===== src/rtl/nes_pkg.sv =====
// Shared types and constants for the NES gamepad interface: FSM states,
// frame length and the bit position of each button in the decoded vector.
package nes_pkg;

   typedef enum logic [2:0] {
      IDLE   = 3'd0,
      LATCH  = 3'd1,
      PULSE  = 3'd2,
      SAMPLE = 3'd3,
      UPDATE = 3'd4
   } nes_state_e;

   localparam int NES_BITS   = 8;

   localparam int BTN_A      = 7;
   localparam int BTN_B      = 6;
   localparam int BTN_SELECT = 5;
   localparam int BTN_START  = 4;
   localparam int BTN_UP     = 3;
   localparam int BTN_DOWN   = 2;
   localparam int BTN_LEFT   = 1;
   localparam int BTN_RIGHT  = 0;

endpackage


===== src/rtl/nes_tick_gen.sv =====
// Free-running divider producing a one-cycle tick every HALF_CYCLES clocks;
// one tick is one half-period of the pad latch/clock protocol.
module nes_tick_gen #(
   parameter int HALF_CYCLES = 300
) (
   input  logic clk,
   input  logic reset,
   output logic tick
);

   localparam int CW = (HALF_CYCLES > 1) ? $clog2(HALF_CYCLES) : 1;
   localparam logic [CW-1:0] LAST = CW'(HALF_CYCLES - 1);

   logic [CW-1:0] div_q, div_d;

   // With HALF_CYCLES=1 the counter sits at 0 and tick is permanently high.
   assign tick = (div_q == LAST);

   always_comb begin
      div_d = tick ? '0 : div_q + 1'b1;
   end

   always_ff @(posedge clk) begin
      if (reset) div_q <= '0;
      else       div_q <= div_d;
   end

endmodule


===== src/rtl/nes_pad_controller.sv =====
// Polls the NES pad shift register, deserialises the 8 buttons and derives
// the add/subtract select plus Select/Start press events for the datapath.
module nes_pad_controller
   import nes_pkg::*;
#(
   parameter int HALF_CYCLES = 300,
   parameter int POLL_TICKS  = 2000
) (
   input  logic       clk,
   input  logic       reset,
   input  logic       nes_data,
   output logic       nes_latch,
   output logic       nes_clk,
   output logic [7:0] buttons,
   output logic       buttons_valid,
   output logic       mux_select,
   output logic       select_pulse,
   output logic       start_pulse
);

   localparam int PW = (POLL_TICKS > 1) ? $clog2(POLL_TICKS) : 1;
   localparam logic [PW-1:0] POLL_LAST = PW'(POLL_TICKS - 1);

   logic                tick;
   nes_state_e          state_q, state_d;
   logic [PW-1:0]       poll_q, poll_d;
   logic [2:0]          bit_q, bit_d;
   logic [NES_BITS-1:0] shift_q, shift_d;

   logic                latch_q, latch_d;
   logic                nclk_q, nclk_d;
   logic [NES_BITS-1:0] buttons_q, buttons_d;
   logic                valid_q, valid_d;
   logic                mux_q, mux_d;
   logic                sel_q, sel_d;
   logic                start_q, start_d;
   logic [NES_BITS-1:0] new_w;
   logic                upd_w;

   nes_tick_gen #(.HALF_CYCLES(HALF_CYCLES)) u_tick (
      .clk   (clk),
      .reset (reset),
      .tick  (tick)
   );

   // poll_q counts IDLE ticks, then is reused to time the two latch ticks.
   always_comb begin
      state_d = state_q;
      poll_d  = poll_q;
      bit_d   = bit_q;
      shift_d = shift_q;
      case (state_q)
         IDLE: if (tick) begin
            if (poll_q == POLL_LAST) begin
               poll_d  = '0;
               state_d = LATCH;
            end else begin
               poll_d = poll_q + 1'b1;
            end
         end
         LATCH: if (tick) begin
            if (poll_q == PW'(1)) begin
               poll_d  = '0;
               shift_d = {shift_q[NES_BITS-2:0], ~nes_data};
               bit_d   = 3'd1;
               state_d = PULSE;
            end else begin
               poll_d = poll_q + 1'b1;
            end
         end
         PULSE: if (tick) state_d = SAMPLE;
         SAMPLE: if (tick) begin
            shift_d = {shift_q[NES_BITS-2:0], ~nes_data};
            bit_d   = bit_q + 1'b1;
            state_d = (bit_q == 3'(NES_BITS - 1)) ? UPDATE : PULSE;
         end
         UPDATE: state_d = IDLE;
         default: state_d = IDLE;
      endcase
   end

   // Outputs are registered from the next state so the pins and the event
   // pulses line up exactly with the state they belong to.
   always_comb begin
      upd_w     = (state_d == UPDATE);
      new_w     = shift_d & ~buttons_q;
      latch_d   = (state_d == LATCH);
      nclk_d    = (state_d == PULSE);
      valid_d   = upd_w;
      buttons_d = upd_w ? shift_d : buttons_q;
      sel_d     = upd_w & new_w[BTN_SELECT];
      start_d   = upd_w & new_w[BTN_START];
      mux_d     = mux_q;
      if (upd_w) begin
         if (new_w[BTN_A])      mux_d = 1'b0;
         else if (new_w[BTN_B]) mux_d = 1'b1;
      end
   end

   always_ff @(posedge clk) begin
      if (reset) begin
         state_q   <= IDLE;
         poll_q    <= '0;
         bit_q     <= '0;
         shift_q   <= '0;
         latch_q   <= 1'b0;
         nclk_q    <= 1'b0;
         buttons_q <= '0;
         valid_q   <= 1'b0;
         mux_q     <= 1'b0;
         sel_q     <= 1'b0;
         start_q   <= 1'b0;
      end else begin
         state_q   <= state_d;
         poll_q    <= poll_d;
         bit_q     <= bit_d;
         shift_q   <= shift_d;
         latch_q   <= latch_d;
         nclk_q    <= nclk_d;
         buttons_q <= buttons_d;
         valid_q   <= valid_d;
         mux_q     <= mux_d;
         sel_q     <= sel_d;
         start_q   <= start_d;
      end
   end

   assign nes_latch     = latch_q;
   assign nes_clk       = nclk_q;
   assign buttons       = buttons_q;
   assign buttons_valid = valid_q;
   assign mux_select    = mux_q;
   assign select_pulse  = sel_q;
   assign start_pulse   = start_q;

endmodule


===== config.mk =====
export PLATFORM = sky130hd
export DESIGN_NAME = nes_pad_controller
export DESIGN_NICKNAME = d
export VERILOG_FILES = /design/src/rtl/nes_pkg.sv /design/src/rtl/nes_tick_gen.sv /design/src/rtl/nes_pad_controller.sv
export SDC_FILE = /design/constraint.sdc
export NUM_CORES = 1
export LEC_CHECK = 0
export CELL_PAD_IN_SITES_DETAIL_PLACEMENT = 0
export CELL_PAD_IN_SITES_GLOBAL_PLACEMENT = 1
export CORE_MARGIN = 5
export CORE_UTILIZATION = 46
export CTS_CLUSTER_SIZE = 12
export DETAILED_ROUTE_END_ITERATION = 6
export PLACE_DENSITY = 0.92
export REMOVE_ABC_BUFFERS = 1
export SYNTH_ARGS = -nofsm -noshare
export SYNTH_HDL_FRONTEND = slang
export SYNTH_SLANG_ARGS = --single-unit

===== constraint.sdc =====
create_clock -name clk -period 3.6 [get_ports clk]
set_clock_uncertainty 0.1 [all_clocks]
set_input_delay 0.36 -clock clk [delete_from_list [all_inputs] [get_ports clk]]
set_output_delay 0.36 -clock clk [all_outputs]
set_load 0.005 [all_outputs]

* Yosys cells after proc, flatten, opt, wreduce, memory -nomap -nowiden
Index checks and enable logic that the tools add are counted.
** Word-level totals
- Register bits :: 48
- Input bits :: 3
- Output and inout bits :: 14
** Operators by class
- $add $sub $neg :: 3
- Equal/unequal tests :: 14
- Mux-type cells :: 23
- Bitwise operators :: 5
- Reduce and logical (&&, ||, !) cells :: 8
** Operators by type and width (count)
- $mux W11 :: 4
- $mux W3 :: 10
- $mux W8 :: 3
- $pmux W11 S2 :: 1
- $pmux W8 S2 :: 1
- $pmux W3 S4 :: 1
- $add A11 B1 Y11 const B :: 1
- $eq A11 B1 Y1 const B :: 1
- $eq A11 B11 Y1 const B :: 1
- $add A9 B1 Y9 const B :: 1
- $eq A3 B2 Y1 const B :: 3
- $eq A9 B9 Y1 const B :: 1
- $and A8 B8 Y8 :: 1
- $not A8 Y8 :: 1
- $eq A3 B1 Y1 const B :: 2
- $eq A3 B3 Y1 const B :: 2
- $ne A2 B1 Y1 const B :: 3
- $pmux W3 S2 :: 1
- $reduce_bool A2 Y1 :: 3
- $reduce_and A4 Y1 :: 1
- $add A3 B1 Y3 const B :: 1
- $logic_not A3 Y1 :: 1
- $reduce_and A3 Y1 :: 1
- $and A1 B1 Y1 :: 2
- other kinds (5) :: 6

* Logic depth before layout (Yosys ltp)
- Word-level depth :: 7
- Mapped depth :: 8
- Depth with buffers taken out :: 7

* Modules after synthesis
From an unflattened synthesis, not the netlist that was laid out.
** Unflattened totals
- Cell total of the unflattened synthesis :: 237
- Area total of the unflattened synthesis :: 2102.0 um2
** By module, submodules not included
- nes_pad_controller :: instances 1, cells an instance 193, area each 1711.6 um2, sequential area each 760.7 um2
- nes_tick_gen :: instances 1, cells an instance 44, area each 390.4 um2, sequential area each 180.2 um2

* Worst setup path before layout
Ideal clock, no wire load.
- Path type :: register to register
- Start :: reg poll_q[0]
- End :: reg bit_q[0]
- Data arrival time :: 1937 ps
- Data required time :: 3437 ps
- Slack :: 1501 ps
- Stages on the path, launching flop included :: 8
- Buffers on the path :: 1
- Clock period less this slack :: 2099 ps
- Cell sequence :: dfxtp_1 > ha_1 > nor4b_2 > a31oi_2 > or4_1 > buf_4 > mux2_2 > nor2_2
** Between the ends
- Cells in the longest elaborated chain, start to end :: 3
** RTL lines
- from (decl) :: line nes_pad_controller.sv:26 : logic [PW-1:0] poll_q, poll_d;
- from (signal assigned) :: line nes_pad_controller.sv:115 : poll_q <= poll_d;
- $eq A11 B1 Y1 :: line nes_pad_controller.sv:62 : if (poll_q == PW'(1)) begin
- $ne A2 B2 Y1 (no source line)
- $reduce_and A4 Y1 (no source line)
- to (signal assigned) :: line nes_pad_controller.sv:116 : bit_q <= bit_d;
- to (decl) :: line nes_pad_controller.sv:27 : logic [2:0] bit_q, bit_d;
No other way between the ends.
A chain may end at the register's enable or synchronous reset.

* Final worst setup path
Ends and elaborated chain as after synthesis.

==> results.ini <==
[status]
outcome=finished, final reports clean

[global_routing]
grt_max_degree=27
track_usage=0.1411
antenna_found_initial=0
grt_pass1_vias=1583
grt-ovfl-total=0
grt_pass1_wl_mm=7.010

[timing]
slew_violations=0
hold-worst-slack_ns=0.3537
tightest_slew_ns=0.8236
fin_tns_setup_ns=0
relSlewSlack=0.4458
hold_viol_final=0
fin_crit_sh=0.6506
max_freq_ghz=0.4269
period_minus_slack_ns=2.342
setup_violations=0
fin_ws_ns=1.258
rsz0062_at_grt=false

[placed_design]
post-place-ws_ns=1.278
place_area_um2=2246
dp_hpwl_mm=2.833
io_buffer_count=16
place_congestion=0.8337

[logic_synthesis]
ys_seq_area_frac=0.4622
synthArstFlopShare=0
syn_inst=229
synthFlopType=dfxtp_1
netlist_area_um2=2036
synth.distinct_cells=45
yosys_warnings=0
synth_area_per_cell_um2=8.890
synth_edf_count=0
yosys.area.top_type_share=0.4622
synth_area_leaders=dfxtp_1, nor2_1, nand2_1
ys_ff_latch=47
netlist.top_cell.by_area=dfxtp_1

[floorplanning]
core_um2=4324
start_util=0.4708
die_area_um2=5856
die_h_um=76.53
die_w_um=76.53
ios=17
row_count=24

[setup_path]
startpoint=poll_q[0]$_SDFFE_PP0P_
crit_fanout=8
cp.arrival_ns=2.49
path_class=reg -> reg
cp-start-kind=register
r2r_start=poll_q[0]$_SDFFE_PP0P_
cp_data_required_time_ns=3.74
cp-end-kind=register

[finish]
seq_area_um2=940.9
final_cell_mix=dfxtp_1, nor2_1, nand2_1
mostFrequentLayoutCell=dfxtp_1
nFillCells=402
final_nets=255
syn2layout_area_growth_pct=16.04
final_area_um2=2362
n_antenna_cell=0
multi_input_area_um2=1042
drive_above_1_share=0.08065

[clock_tree]
cts.sinks=47
path_clk_slew_ns=0.10
ctsResizeCount=0
cts_hold_buffers=0
clk_path_buf_depth=2
cts_tree=built
cts_root_buf=clkbuf_8
clock_latency_ns=0.30
post_cts_buffers=0
htree_levels=2
numCtsBuffers=5

[power]
p_leak_uw=0.0008023
ir_worst_vdd_v=0.0002299
finalPower_uw=938.3
p_per_area_nw_per_um2=397.2

[route]
first_pass_iters=4
vias_per_cell=5.397
first_iter_violations=101
vias=1619
wl_per_cell_um=13.27
wirelength_mm=3.980
drc=0
drtAntennaViolNets=0

[job]
drv_cap=0

[worst_hold_path]
hp-class=reg -> reg
hp-start=buttons[1]$_SDFFE_PP0N_

==> cell type report <==
| class | instances | area share |
|---|---|---|
| clock buffer | 5 | 0.02913 |
| clock inverter | 3 | 0.02013 |
| inverter | 6 | 0.009534 |
| multi-input combinational | 169 | 0.4412 |
| sequential | 47 | 0.3983 |
| tap | 52 | 0.02754 |
| timing repair buffer | 18 | 0.07415 |
==> worst paths after layout <==
path	to	slack [ns]	depth (start not counted)
min reg2reg	buttons[1]$_SDFFE_PP0N_	0.35	2
min	buttons[1]$_SDFFE_PP0N_	0.35	2
max reg2reg	bit_q[0]$_SDFFE_PP0P_	1.26	6
max	bit_q[0]$_SDFFE_PP0P_	1.26	6
==> per-stage QoR <==
step,instances,utilization
finish,300,0.5463
detailed placement,292,0.5194
global route,300,0.5463
global placement,292,0.5194
floorplan,222,-
CTS,300,0.5463
==> registers in the layout, summed over array words and instances (netlist names) <==
name	flops
u_tick.div_q	9
buttons	8
buttons_valid	1
mux_select	1
shift_q	7
state_q	3
nes_clk	1
start_pulse	1
select_pulse	1
bit_q	3
poll_q	11
nes_latch	1
==> layer usage <==
layer	vias up	wire, um	global-route usage
li1	829	-	-
met1	749	1895	0.1831
met2	35	1871	0.2269
met3	6	146	0.03073
met4	0	65	0.05594
met5	-	0	0
==> cells in the mapped netlist, types with 2 or more instances <==
cell / instances
nor2_1: 36
a211oi_1: 3
o21ai_0: 2
mux2i_1: 3
dfxtp_1: 47
nand3_1: 10
inv_1: 6
nand4_1: 7
a21oi_1: 13
nor3_1: 8
clkbuf_1: 5
nor4_1: 4
xor2_1: 7
nand2_1: 31
ha_1: 5
and3_1: 5
xnor2_1: 9
==> critical path, cell delays in order (launching register included) <==
cell and delay [ns]:
dfxtp_1 0.43, ha_1 0.17, nor4b_2 0.33, a31oi_2 0.18
or4_1 0.68, mux2_2 0.34, nor2_2 0.07
==> report_power, final <==
part | switching [uW] | internal (uW)
Combinational | 11.2 | 6.83
Sequential | 3.58 | 522
Clock | 184 | 211
==> cells by family (layout without fill, tap and decap cells) <==
group,count (synthesis),after routing,synth area share
adder cells (fa/ha/maj),5,5,0.03073
XOR/XNOR,16,16,0.06884
multiplexers,4,4,0.02028
AND/OR/NAND/NOR,117,117,0.3049
buffers and inverters,13,32,0.02581
AO/OA/AOI/OAI,27,27,0.08728
flip-flops,47,47,0.4622
Note: power is estimated with default switching activity, not from simulation.
